**src/rtl/crc_stream_engine_pkg.sv**
```systemverilog
// Shared types and helpers for the streaming CRC engine: FSM state encoding,
// counter width helper and a width-parametrised bit reversal.
package crc_pkg;

    typedef enum logic [1:0] {
        IDLE  = 2'd0,
        SHIFT = 2'd1,
        DONE  = 2'd2
    } state_t;

    // Width of the per-beat fold counter; a one-step beat still needs one bit.
    function automatic int cnt_width(input int k);
        return (k > 1) ? $clog2(k) : 1;
    endfunction

    // Reverse the low w bits of v; bits at and above w come back as zero.
    function automatic logic [31:0] reflect(input logic [31:0] v, input int w);
        logic [31:0] r;
        r = '0;
        for (int i = 0; i < 32; i++) begin
            if (i < w) begin
                r[i] = v[w-1-i];
            end
        end
        return r;
    endfunction

endpackage

```
**src/rtl/crc_stream_engine_step.sv**
```systemverilog
// crc_step: combinational fold of BPC message bits into a CRC register.
// i_bits[BPC-1] is the first bit of the group to enter the register.
module crc_step
    import crc_pkg::*;
#(
    parameter int                 CRC_W = 16,
    parameter int                 BPC   = 1,
    parameter logic [CRC_W-1:0]   POLY  = 'h1021
) (
    input  logic [CRC_W-1:0] i_crc,
    input  logic [BPC-1:0]   i_bits,
    output logic [CRC_W-1:0] o_crc
);

    always_comb begin
        logic [CRC_W-1:0] w_v;
        logic             w_fb;
        w_v  = i_crc;
        w_fb = 1'b0;
        // Unrolled Galois LFSR: feedback is the outgoing MSB xor the incoming bit.
        for (int i = BPC - 1; i >= 0; i--) begin
            w_fb = w_v[CRC_W-1] ^ i_bits[i];
            w_v  = {w_v[CRC_W-2:0], 1'b0} ^ (w_fb ? POLY : '0);
        end
        o_crc = w_v;
    end

endmodule

```
**src/rtl/crc_stream_engine.sv**
```systemverilog
// crc_stream_engine: beat-serial CRC generator/checker with valid/ready input
// and output handshakes. Optional receive-side residue check under CRC_CHECK_EN.
module crc_stream_engine
    import crc_pkg::*;
#(
    parameter int               CRC_W  = 16,
    parameter logic [CRC_W-1:0] POLY   = 'h1021,
    parameter logic [CRC_W-1:0] INIT   = 'hFFFF,
    parameter logic [CRC_W-1:0] XOROUT = 'h0000,
    parameter int               DIN_W  = 8,
    parameter int               BPC    = 1,
    parameter bit               REFIN  = 1'b0,
    parameter bit               REFOUT = 1'b0
`ifdef CRC_CHECK_EN
    ,
    parameter logic [CRC_W-1:0] RESIDUE = '0
`endif
) (
    input  logic             clk,
    input  logic             reset,
    input  logic             init,
    input  logic             in_valid,
    output logic             in_ready,
    input  logic [DIN_W-1:0] in_data,
    input  logic             in_last,
    output logic             crc_valid,
    input  logic             out_ready,
    output logic [CRC_W-1:0] crc_out,
    output state_t           dbg_state
`ifdef CRC_CHECK_EN
    ,
    output logic             crc_ok
`endif
);

    // Handshakes: a transfer happens on a rising edge where valid and ready are
    // both high; valid never depends on ready, and the offered payload is held
    // until that edge.

    localparam int             K     = DIN_W / BPC;
    localparam int             CNT_W = cnt_width(K);
    localparam logic [CNT_W-1:0] K_M1 = CNT_W'(K - 1);

    if (DIN_W % BPC != 0) begin : g_bpc_err
        $error("crc_stream_engine: DIN_W must be a multiple of BPC");
    end
    if (CRC_W < 8 || CRC_W > 32) begin : g_crcw_err
        $error("crc_stream_engine: CRC_W must be within 8..32");
    end

    state_t             r_state;
    state_t             w_state_nxt;
    logic [DIN_W-1:0]   r_beat;
    logic               r_last;
    logic [CNT_W-1:0]   r_cnt;
    logic [CRC_W-1:0]   r_crc;
    logic               r_up;

    logic               w_accept;
    logic               w_step;
    logic               w_release;
    logic [BPC-1:0]     w_bits;
    logic [DIN_W-1:0]   w_beat_nxt;
    logic [CRC_W-1:0]   w_crc_nxt;
    logic [31:0]        w_refl;
    logic [CRC_W-1:0]   w_final;

    always_ff @(posedge clk or negedge reset) begin
        if (!reset) begin
            r_state <= IDLE;
        end else begin
            r_state <= w_state_nxt;
        end
    end

    always_comb begin
        w_state_nxt = r_state;
        in_ready    = 1'b0;
        crc_valid   = 1'b0;
        w_accept    = 1'b0;
        w_step      = 1'b0;
        w_release   = 1'b0;
        if (init) begin
            w_state_nxt = IDLE;
        end else begin
            case (r_state)
                IDLE: begin
                    in_ready = r_up;
                    if (in_valid && r_up) begin
                        w_accept    = 1'b1;
                        w_state_nxt = SHIFT;
                    end
                end
                SHIFT: begin
                    w_step = 1'b1;
                    if (r_cnt == '0) begin
                        w_state_nxt = r_last ? DONE : IDLE;
                    end
                end
                DONE: begin
                    crc_valid = 1'b1;
                    if (out_ready) begin
                        w_release   = 1'b1;
                        w_state_nxt = IDLE;
                    end
                end
                default: w_state_nxt = IDLE;
            endcase
        end
    end

    // Select the next BPC message bits and advance the beat register.
    always_comb begin
        w_bits     = '0;
        w_beat_nxt = r_beat;
        if (REFIN) begin
            for (int i = 0; i < BPC; i++) begin
                w_bits[BPC-1-i] = r_beat[i];
            end
            w_beat_nxt = r_beat >> BPC;
        end else begin
            w_bits     = r_beat[DIN_W-1 -: BPC];
            w_beat_nxt = r_beat << BPC;
        end
    end

    crc_step #(
        .CRC_W (CRC_W),
        .BPC   (BPC),
        .POLY  (POLY)
    ) u_step (
        .i_crc  (r_crc),
        .i_bits (w_bits),
        .o_crc  (w_crc_nxt)
    );

    always_ff @(posedge clk or negedge reset) begin
        if (!reset) begin
            r_crc  <= INIT;
            r_cnt  <= '0;
            r_beat <= '0;
            r_last <= 1'b0;
            r_up   <= 1'b0;
        end else begin
            r_up <= 1'b1;
            if (init) begin
                r_crc  <= INIT;
                r_cnt  <= '0;
                r_last <= 1'b0;
            end else if (w_accept) begin
                r_beat <= in_data;
                r_last <= in_last;
                r_cnt  <= K_M1;
            end else if (w_step) begin
                r_crc  <= w_crc_nxt;
                r_beat <= w_beat_nxt;
                r_cnt  <= r_cnt - CNT_W'(1);
            end else if (w_release) begin
                r_crc <= INIT;
            end
        end
    end

    assign w_refl    = reflect(32'(r_crc), CRC_W);
    assign w_final   = (REFOUT ? w_refl[CRC_W-1:0] : r_crc) ^ XOROUT;
    assign crc_out   = crc_valid ? w_final : '0;
    assign dbg_state = r_state;

`ifdef CRC_CHECK_EN
    // Residue compares the raw register, before reflection and XOR-out.
    assign crc_ok = crc_valid && (r_crc == RESIDUE);
`endif

endmodule

```
**config.mk**
```make
export PLATFORM = sky130hd
export DESIGN_NAME = crc_stream_engine
export DESIGN_NICKNAME = d
export VERILOG_FILES = /design/src/rtl/crc_stream_engine_pkg.sv /design/src/rtl/crc_stream_engine_step.sv /design/src/rtl/crc_stream_engine.sv
export SDC_FILE = /design/constraint.sdc
export NUM_CORES = 1
export LEC_CHECK = 0
export BUFFER_PORTS_ARGS = -buffer_cell sky130_fd_sc_hd__buf_2
export CAP_MARGIN = 20
export CORE_MARGIN = 5
export CORE_UTILIZATION = 55
export CTS_CLUSTER_SIZE = 8
export DETAILED_ROUTE_END_ITERATION = 8
export PLACE_DENSITY = 0.81
export SYNTH_ARGS = -nofsm -noshare
export SYNTH_HDL_FRONTEND = slang
export SYNTH_HIERARCHICAL = 1
export SYNTH_SLANG_ARGS = --single-unit
```
**constraint.sdc**
```tcl
create_clock -name clk -period 3.63 [get_ports clk]
set_input_delay 0.5445 -clock clk [delete_from_list [all_inputs] [get_ports clk]]
set_output_delay 0.5445 -clock clk [all_outputs]
set_load 0.05 [all_outputs]
```
; Yosys cells after proc, flatten, opt, wreduce, memory -nomap -nowiden
; Index checks and enable logic that the tools add are counted.
[word_totals]
wordCells = 57
reg_bits = 31
in_bits = 14
[op_classes]
add_sub_neg = 1
mux = 31
n_bitwise = 3
eq_ne = 6
n_reduce_logical = 10
[op_table]
columns = cell, count
row1 = 2-to-1 mux 16 bit, 5
row2 = 2-to-1 mux 8 bit, 2
row3 = bitwise XOR 16 bit, 1
row4 = 2-to-1 mux 1 bit, 14
row5 = 2-to-1 mux 13 bit, 1
row6 = 2-to-1 mux 2 bit, 5
row7 = 2-to-1 mux 3 bit, 3
row8 = "inequality test 3 bit, second input constant", 3
row9 = case mux 2 bit (3 select lines), 1
row10 = nonzero test 3 bit, 2
row11 = AND reduction 2 bit, 2
row12 = nonzero test 2 bit, 2
row13 = logical NOT 3 bit, 1
row14 = AND reduction 3 bit, 1
row15 = "subtractor 3 x 1 -> 3 bit, second input constant", 1
row16 = "== test 2 x 1 -> 1 bit, second input constant", 1
row17 = "== test 2 bit, second input constant", 1
row18 = logical NOT 2 bit, 1
row19 = "inequality test 2 bit, second input constant", 1
row20 = logical AND 1 bit, 1
row21 = inverter 1 bit, 1
row22 = bitwise XOR 1 bit, 1

; Depth between registers and ports, before layout
; Gate-level depths: netlist (run 1).
[logic_depth]
word_depth = 7
mapped_depth = 5
ltp_nobuf = 5

; Modules after synthesis
; The synthesis (run 1) kept the hierarchy.
[by_module_without_submodules]
columns = mod, instances, cells_each, area_each_um2
row1 = crc_stream_engine, 1, 120, 1420.1
row2 = crc_step, 1, 16, 153.9

; Least setup slack after synthesis (run 1)
; Ideal clock, no wire load.
[synth_timing]
kind = register to output
start = reg r_state[1] (netlist: dbg_state[1])
end = out in_ready
path_buffers = 1
setup_slack_ns = 0.617
t_arrival_ns = 2.469
stages_incl_launch_ff = 3
required_time_ns = 3.086
path_cell_list = dfrtp_1 > buf_2 > nor4b_1
[synth_between]
elab_chain_len = 3
[synth_rtl]
columns = element, line
row1 = start: declaration, crc_stream_engine.sv:51  ; state_t r_state;
row2 = start signal: assignment, crc_stream_engine.sv:72  ; r_state <= w_state_nxt;
row3 = logical NOT 2 bit, crc_stream_engine.sv:86  ; case (r_state)
row4 = 2-to-1 mux 1 bit, crc_stream_engine.sv:86
row5 = 2-to-1 mux 1 bit, crc_stream_engine.sv:83  ; if (init) begin
row6 = end: declaration, crc_stream_engine.sv:23  ; output logic in_ready,
; No other way between the ends.

; Final worst setup path (run 1)
[layout_timing]
start = reg r_state[1] (netlist: dbg_state[1])
end = out crc_out[11]
[layout_between]
elab_chain_len = 4
[layout_rtl]
columns = element, line
row1 = == test 2 bit, crc_stream_engine.sv:86
row2 = 2-to-1 mux 1 bit, crc_stream_engine.sv:86
row3 = 2-to-1 mux 1 bit, crc_stream_engine.sv:83
row4 = 2-to-1 mux 16 bit, crc_stream_engine.sv:166  ; assign crc_out = crc_valid ? w_final : '0;
row5 = end: declaration, crc_stream_engine.sv:28  ; output logic [CRC_W-1:0] crc_out,
; No other way between the ends.

==> results of run 1 <==
-- cell type report --
type                            instances  share of cell area (%)
Tap cell                               31                   2.246
Multi-Input combinational cell         77                   35.58
Timing Repair Buffer                   33                   9.565
Inverter                                7                   1.522
Clock buffer                            6                   2.971
Sequential cell                        31                   46.09
Clock inverter                          2                   2.029
-- routing by layer --
layer | global-route usage (%) | up-vias | part of all wire, %
met5 | 0 | - | 0
li1 | - | 505 | -
met4 | 8.052 | 0 | 2.0
met2 | 24.11 | 23 | 51
met1 | 16.65 | 526 | 41
met3 | 6.039 | 6 | 6.6
-- Yosys cell counts --
cell type and count:
or3_1 2, o21bai_1 1, ha_1 2, nand3b_1 1
nor3b_1 1, a32o_1 1, and2_1 21, nor2_1 3
conb_1 1, nor3_2 1, xor2_1 1, dfrtp_1 15
o22a_1 16, a221o_1 6, buf_6 1, nor4b_1 1
inv_1 7, xor3_1 2, or4_1 1, nand2_1 1
and3b_1 1, dfstp_2 16, a221oi_1 1, o21a_1 2
buf_4 13, o21ai_0 1, a21oi_1 4, o31ai_1 1
clkbuf_1 5, mux2i_1 1, nor2b_1 1, or3b_1 2
buf_2 2, nor3b_2 1
-- logic make-up after synthesis --
group	after synthesis
simple gates	37
mux	1
xor+xnor	3
compound gates	33
other cells	1
buf+inv	28
fa+ha+maj	2
flops	31
-- report_power, final --
group          switching [mW]  total (mW)  internal (mW)
combinational          0.0528       0.106         0.0537
clock                   0.121       0.284          0.163
sequential             0.0218       0.401          0.379
total                   0.196       0.792          0.596
-- worst paths after layout --
path                              start     endpoint  slack, ns  cells past startpoint
min in group clk             in_data[7]    r_beat[7]       0.43                      2
hold / removal                    reset         r_up       0.23                      1
hold reg to reg                r_cnt[1]     r_cnt[1]       0.51                      1
max in group asynchronous         reset    r_beat[7]       2.98                      1
setup / recovery           dbg_state[1]  crc_out[11]       0.93                      3
setup reg to reg           dbg_state[1]     r_crc[2]       1.94                      3
-- worst register-to-register path, stage by stage (launching register included) --
cell     delay, ns
dfrtp_1       0.53
and3b_1       0.24
or3_1         0.58
o22a_1        0.27
-- registers in the layout, summed over array words and instances (netlist names) --
register and flops:
r_up 1, r_cnt 3, r_crc 16, r_last 1, dbg_state 2, r_beat 8
-- stage by stage --
| stage | cells | hold WS [ns] | setup WS, ns | power, mW | utilization (%) |
|---|---|---|---|---|---|
| after floorplan | 136 | 0.2489 | 0.6166 | 0.4861 | - |
| after global placement | 179 | 0.4737 | 1.217 | 0.5071 | 59.48 |
| after detailed placement | 179 | 0.4846 | 1.163 | 0.5148 | 59.48 |
| after CTS | 187 | 0.2417 | 0.9096 | 0.8017 | 62.61 |
| after global routing | 187 | 0.2723 | 0.7547 | 0.8317 | 62.61 |
| final | 187 | 0.2312 | 0.9287 | 0.7916 | 62.61 |
==> flow_summary.yaml, run 1 <==
cts:
  cts.sinks: 31
  cts_buffer_depth: 2
  cts_root_buffer: "clkbuf_4"
  path_clk_slew_ns: 0.10
  htree_levels: 2
  clk_latency_ns: 0.34
  post-cts-setup-buffers: 0
  cts_tree: "done"
  ctsHoldBuffers: 0
  cts-resized-gates: 0
  cts_buffers: 5
synth:
  yosys.area_share.xor_xnor_pct: 3.577
  ys_ff_latch: 31
  synth_compound_area_share_pct: 17.41
  synth_cells: 136
  synth_top_family_by_area: "compound AO/OA/AOI/OAI gates"
  mappedNetlistArea_mm2: 0.001574
  synth_top_cell_by_area: "dfstp_2"
  synthAdderAreaFrac_pct: 1.590
  ys_warn_count: 6
  syn_nets: 152
  synth_area_leaders: "dfstp_2, dfrtp_1, o22a_1, and2_1, buf_4"
  syn_area_per_cell_um2: 11.57
  synthMuxAreaShare_pct: 0.6359
  synth.distinct_cells: 34
  synth_seq_area_share_pct: 50.56
  yosysTopAreaCellShare_pct: 26.71
  yosys.area_share.simple_pct: 15.58
power:
  ir_drop_mv: 0.3728
  p_per_area_mw_per_mm2: 458.4
  p_leak_nw: 0.8284
timing:
  setup_tns_ns: 0
  finalClockSkew_ns: 0.008558
  worstMarginPinSlew_ns: 0.8100
  fmax_mhz: 370.2
  rsz0062_at_grt: "no"
  drv_slew: 0
  post-route-min-period_ns: 2.701
  slew_headroom_pct: 45.76
  finalHoldViolations: 0
  post-route-period-util_pct: 74.42
  setup_violations: 0
hold_path:
  hold_path.class: "in2async"
global_route:
  grt_first_pass_wirelength_mm: 4.733
  antenna_found_initial: 0
  grt_use_total_pct: 14.93
  grt_pass1_vias: 1025
  grt_max_degree: 32
  grt_overflow: 0
route:
  wl_per_cell_um: 15.37
  via_per_inst: 5.668
  first_pass_iters: 4
  drc: 0
  drtIter0Drc: 23
  drtAntennaViolNets: 0
  drt-total-wl_mm: 2.874
  via_count: 1060
setup_path:
  critical_path.max_fanout: 18
  crit_buf_inv: 1
  critical_path_arrival_ns: 2.16
  crit_family: "simple AND/OR/NAND/NOR gates"
  cp-start-kind: "register"
  end_kind: "primary output"
  slowest_stage: "nor3b_2"
  cp_data_required_time_ns: 3.09
  path_cells: "nor3b_2 > and2_1 > buf_2"
  slowest_delay_ns: 0.75
  path_class: "reg2out"
status:
  status: "finished, final reports clean"
placement:
  place_area_mm2: 0.001640
  gp_routability_congestion: 0.7877
  hpwl_mm: 2.023
  portBuffers: 33
layout:
  layout.nets: 171
  n_fill_cell: 230
  final_common_cell: "buf_2"
  register_area_um2: 795.8
  area_growth_pct: 9.698
  multi_input_area_um2: 614.3
  final_cell_mix: "buf_2, and2_1, o22a_1, dfstp_2, dfrtp_1"
  drive_gt1_share_pct: 37.82
  stdcell_area_mm2: 0.001727
  antennaDiodeCount: 0
floorplanning:
  initial_core_util_pct: 57.08
  dieWidth_um: 63.50
  die_h_um: 63.50
  row_count: 19
  die_area_mm2: 0.004032
  core_region_area_mm2: 0.002758
  io_pins: 34
job:
  cap_viol_max_count: 0
(Power assumes the default switching activity.)
==> run 2, diff against run 1 <==
- ABC_AREA: not set -> 1
- CORE_UTILIZATION: 55 -> 54
- PLACE_DENSITY: 0.81 -> 0.79
- clock period: 3.63 -> 2.7 ns (I/O delays scaled with it)
==> flow_summary.yaml, run 2 <==
status:
  status: "finished, final reports clean"
setup_path:
  end_kind: "primary output"
  r2r_slack_ns: 1.33
  path_cells: "inv_2 > nand2_1 > nor2_2 > inv_2 > nor2_1 > buf_2"
  crit_buf_inv: 3
  cp_data_required_time_ns: 2.30
  crit_top_cell: "inv_2"
  slowest_delay_ns: 0.45
  path_class: "reg2out"
  cp-start-kind: "register"
  critical_path_arrival_ns: 1.60
  r2r_start: "dbg_state[0]"
  r2r-end: "r_beat[2]"
  crit_family: "buffers and inverters"
  slowest_stage: "dfrtp_1"
  critical_path.max_fanout: 16
  worstRegToRegCells: 5
floorplanning:
  initial_core_util_pct: 55.63
  die_area_mm2: 0.004305
  core_region_area_mm2: 0.003003
  die_h_um: 65.62
  io_pins: 34
  row_count: 20
  dieWidth_um: 65.62
synth:
  synth_area_leaders: "dfstp_2, dfrtp_1, nand2_1, nor2_1, nand3_1"
  synth_common_cells: "nand2_1, nor2_1, inv_1, nand3_1, a21oi_1"
  ys_ff_latch: 31
  synth.distinct_cells: 19
  async_flop_share_pct: 100.0
  synth_cells: 218
  ys_warn_count: 6
  ys.flop_type: "dfstp_2"
  synth.most_common_cell: "nand2_1"
  synth_seq_area_share_pct: 47.64
  synth_top_cell_by_area: "dfstp_2"
  synth_edf_count: 0
  mappedNetlistArea_mm2: 0.001670
  syn_nets: 234
  syn_area_per_cell_um2: 7.662
  yosysTopAreaCellShare_pct: 25.17
hold_path:
  hold_path.class: "in2async"
cts:
  cts_tree: "done"
  htree_levels: 2
  path_clk_slew_ns: 0.09
  cts.sinks: 31
  clk_latency_ns: 0.33
  cts-resized-gates: 0
  cts_buffers: 5
  ctsHoldBuffers: 0
  cts_buffer_depth: 2
  cts_root_buffer: "clkbuf_4"
  post-cts-setup-buffers: 0
global_route:
  grtUsageMet3_pct: 4.615
  grtUsageMet2_pct: 25.92
  grt_max_degree: 32
  use_met1_pct: 19.28
  top_usage_layer: "met2"
  grt_overflow: 0
  grt_first_pass_wirelength_mm: 5.181
  grt_use_total_pct: 16.05
  grt_pass1_vias: 1209
  antenna_found_initial: 0
timing:
  setup_violations: 0
  drv_slew: 0
  post-route-min-period_ns: 2.005
  setup_tns_ns: 0
  fmax_mhz: 498.7
  worstMarginPinSlew_ns: 0.6674
  post-route-period-util_pct: 74.27
  rsz0062_at_grt: "no"
  finalHoldViolations: 0
  finalClockSkew_ns: 0.004852
  slew_headroom_pct: 55.51
  fin_hold_ws_ns: 0.1089
placement:
  place_area_mm2: 0.001740
  gp_routability_congestion: 0.7503
  place_inst: 265
  portBuffers: 33
  hpwl_mm: 2.123
layout:
  final_common_cell: "nand2_1"
  layout.nets: 255
  largestRegisters: "r_crc (16), r_beat (8), r_cnt (3)"
  drive_gt1_share_pct: 27.62
  stdcell_area_mm2: 0.001785
  top_register: "r_crc"
  area_growth_pct: 6.891
  antennaDiodeCount: 0
  fin_util_pct: 59.46
  n_fill_cell: 282
  instances_no_fill: 272
  final_cell_mix: "nand2_1, nor2_1, buf_2"
  largest_reg_flops: 16
route:
  first_pass_iters: 4
  drc: 0
  via_count: 1302
  drtIter0Drc: 35
  via_per_inst: 4.787
  drt-total-wl_mm: 2.975
  drtAntennaViolNets: 0
  wl_per_cell_um: 10.94
power:
  p_per_area_mw_per_mm2: 520.9
  ir_drop_mv: 0.3607
  p_leak_nw: 1.094
job:
  cap_viol_max_count: 0
-- run 2: changes by cell type in the layout (fill, tap and decap cells not counted), moves of 13 or more --
cell	change
a21oi_1	+13
nor2_1	+35
o22a_1	-16
inv_1	+23
nand2_1	+40
and2_1	-21
nand3_1	+23
-- run 2: cell families after synthesis --
kind of cell / after synthesis / synth area share [%]
AO/OA/AOI/OAI: 20 / 5.992
adder cells (fa/ha/maj): 2 / 1.498
AND/OR/NAND/NOR: 111 / 28.84
other: 1 / 0.2245
buffers and inverters: 53 / 15.81
flip-flops: 31 / 47.64
-- run 2: final cells by class --
class	instances	area [um2]	area share, %
sequential	31	795.8	44.57
multi-input combinational	134	610.6	34.20
timing repair buffer	33	165.2	9.250
inverter	34	127.6	7.148
clock buffer	7	45.04	2.523
tap	33	41.29	2.313
-- run 2: routing by layer --
layer  share of wire [%]  wire length [um]
met4                 2.1                61
met1                  46              1359
met3                 5.7               169
met2                  47              1384
met5                   0                 0
-- run 2: worst max path at each step --
stage,from,to,slack (ns),cells past startpoint
finish,dbg_state[0],crc_out[11],0.69,6
detailed placement,init,crc_out[11],1.04,5
floorplan,dbg_state[1],crc_out[10],-0.02,5
CTS,dbg_state[0],crc_out[11],0.66,6
global placement,init,crc_out[10],1.08,5
global route,dbg_state[0],crc_out[11],0.50,6
-- run 2: worst reg2reg max path: cells and delay by family (launching register included) --
kind	cells	cell delay [ns]
and+or+nand+nor	4	0.74
buffers and inverters	1	0.06
DFF	1	0.45
-- run 2: stage by stage --
| stage | power [mW] | setup WS (ns) |
|---|---|---|
| after floorplan | 0.6602 | -0.01566 |
| after global placement | 0.6915 | 1.079 |
| after detailed placement | 0.6982 | 1.036 |
| after CTS | 0.9464 | 0.6631 |
| after global routing | 0.9948 | 0.5021 |
| final | 0.9300 | 0.6948 |
-- run 2: power by group --
group / internal (mW) / leakage, nW / switching (mW) / total, mW
combinational: 0.0508 / 0.709 / 0.0973 / 0.148
sequential: 0.512 / 0.360 / 0.0272 / 0.540
clock: 0.0979 / 0.0254 / 0.144 / 0.242
==> run 3, diff against run 2 <==
- ABC_AREA: 1 -> 0
- CORE_UTILIZATION: 54 -> 53
- PLACE_DENSITY: 0.79 -> 0.78
- clock period: 2.7 -> 1.9 ns (I/O delays scaled with it)
==> flow_summary.yaml, run 3 (synthesis gave the netlist of run 1 again) <==
route:
  drtIter0Drc: 38
  drc: 0
  via_per_inst: 5.628
  via_count: 1075
  first_pass_iters: 4
  drt-total-wl_mm: 2.977
  wl_per_cell_um: 15.59
  drtAntennaViolNets: 0
placement:
  portBuffers: 33
  hpwl_mm: 2.083
  gp_routability_congestion: 0.7735
  place_ws_ns: 0.2830
power:
  power.switching_uw: 381.2
  p_int_mw: 1.144
  seqPwrFrac_pct: 50.3
  p_per_area_mw_per_mm2: 836.5
  ir_drop_mv: 0.4657
  comb_power_share_pct: 13.9
  p_leak_nw: 0.8535
  netSwitchingFraction_pct: 25.00
  clkPwrFrac_pct: 35.8
setup_path:
  cp_data_required_time_ns: 1.62
  crit_buf_inv: 2
  path_cells: "nor3b_2 > buf_6 > and2_2 > buf_4"
  crit_family: "flip-flops"
  path_class: "reg2out"
  slowest_stage: "dfrtp_2"
  cp-start-kind: "register"
  slowest_delay_ns: 0.48
  end_kind: "primary output"
  critical_path.max_fanout: 18
  critical_path_arrival_ns: 1.52
global_route:
  grt_max_degree: 32
  grt_use_total_pct: 15.82
  antenna_found_initial: 0
  grt_first_pass_wirelength_mm: 4.995
  grt_overflow: 0
  grt_pass1_vias: 1129
layout:
  n_fill_cell: 232
  largest_reg_flops: 16
  top_register: "r_crc"
  largestRegisters: "r_crc (16), r_beat (8), r_cnt (3)"
  layout.nets: 175
  final_common_cell: "buf_4"
  area_growth_pct: 15.82
  antennaDiodeCount: 0
  final_cell_mix: "buf_4, buf_2, o22a_1, dfstp_2, dfrtp_1"
  drive_gt1_share_pct: 46.25
cts:
  cts_buffers: 5
  cts_buffer_depth: 2
  clk_latency_ns: 0.34
  htree_levels: 2
  cts.sinks: 31
  cts_tree: "done"
  cts_root_buffer: "clkbuf_4"
  path_clk_slew_ns: 0.11
timing:
  finalClockSkew_ns: 0.01333
  fmax_mhz: 554.1
  post-route-min-period_ns: 1.805
  setup_slack_ns: 0.09518
  worstMarginPinSlew_ns: 0.7047
  post-route-period-util_pct: 94.99
  fin_hold_ws_ns: 0.1618
  rsz0062_at_grt: "no"
  finalHoldViolations: 0
  slew_headroom_pct: 53.02
  setup_violations: 0
  drv_slew: 0
status:
  status: "finished, final reports clean"
job:
  cap_viol_max_count: 0
hold_path:
  hold_path.class: "in2reg"
floorplanning:
  row_count: 19
  io_pins: 34
  core_region_area_mm2: 0.002805
  die_area_mm2: 0.004160
  dieWidth_um: 64.50
  die_h_um: 64.50
  initial_core_util_pct: 56.11
==> run 3: cell count changes in the layout (fill, tap and decap cells not counted), sizes merged, moves of 3 or more <==
cell and delta:
a21oi -13, a221o +6, and2 +21, buf +3
inv -27, nand2 -41, nand3 -24, nor2 -41
o22a +16
==> run 3: cell type report <==
| cell class | instances | area (um2) | area share (%) |
|---|---|---|---|
| clock inverters | 2 | 35.03 | 1.922 |
| repair buffers | 37 | 241.5 | 13.25 |
| multi-input cells | 77 | 631.9 | 34.66 |
| inverters | 7 | 26.28 | 1.441 |
| well taps | 31 | 38.79 | 2.128 |
| clock buffers | 6 | 51.30 | 2.814 |
| flip-flops and latches | 31 | 798.3 | 43.79 |
==> run 3: path summary, 6_finish.rpt <==
path / cells after the start / to / slack (ns) / startpoint
min in group asynchronous: 2 / r_last / 0.49 / reset
max reg2reg: 4 / r_crc[3] / 0.20 / dbg_state[1]
min reg2reg: 1 / r_cnt[1] / 0.51 / r_cnt[1]
max: 4 / crc_out[9] / 0.1 / dbg_state[0]
max in group asynchronous: 2 / dbg_state[1] / 0.95 / reset
min: 3 / r_beat[0] / 0.16 / in_data[0]
==> run 3: power groups by stage <==
| stage | Clock (mW) | Sequential (mW) | Combinational (mW) |
|---|---|---|---|
| after global routing | 0.592 | 0.776 | 0.235 |
| after global placement | 0 | 0.773 | 0.199 |
| after CTS | 0.561 | 0.767 | 0.215 |
| after detailed placement | 0 | 0.777 | 0.213 |
| final | 0.547 | 0.767 | 0.212 |
| after floorplan | 0 | 0.769 | 0.161 |
==> run 3: timing repair <==
| item | 4_1_cts | 5_1_grt |
|---|---|---|
| gates resized for setup | 16 | 2 |
| setup endpoints to repair | 16 | 16 |
| hold endpoints to repair | 15 | 0 |
| setup buffers | 1 | 0 |
| hold buffers | 1 | 0 |
==> run 3: metal layers <==
| layer | share of wire, % | track usage, % |
|---|---|---|
| met1 | 40 | 18.52 |
| met2 | 51 | 25.64 |
| met3 | 6.0 | 4.145 |
| met4 | 2.5 | 10.55 |
| met5 | 0 | 0 |
==> run 3: worst min-delay path, cell delays in order <==
cell	delay, ns
buf_2	0.09
inv_1	0.04
mux2i_1	0.06
==> run 3: stage by stage <==
stage / setup TNS, ns / instance area [um2] / std cells / utilization [%] / power [mW]
3_3_place_gp: 0 / 1674 / 181 / 59.68 / 0.9715
5_1_grt: 0 / 1823 / 191 / 64.99 / 1.602
6_report: 0 / 1823 / 191 / 64.99 / 1.525
4_1_cts: 0 / 1818 / 191 / 64.81 / 1.543
3_5_place_dp: 0 / 1674 / 181 / 59.68 / 0.9895
2_1_floorplan: -0.6040 / 1603 / 136 / - / 0.9301
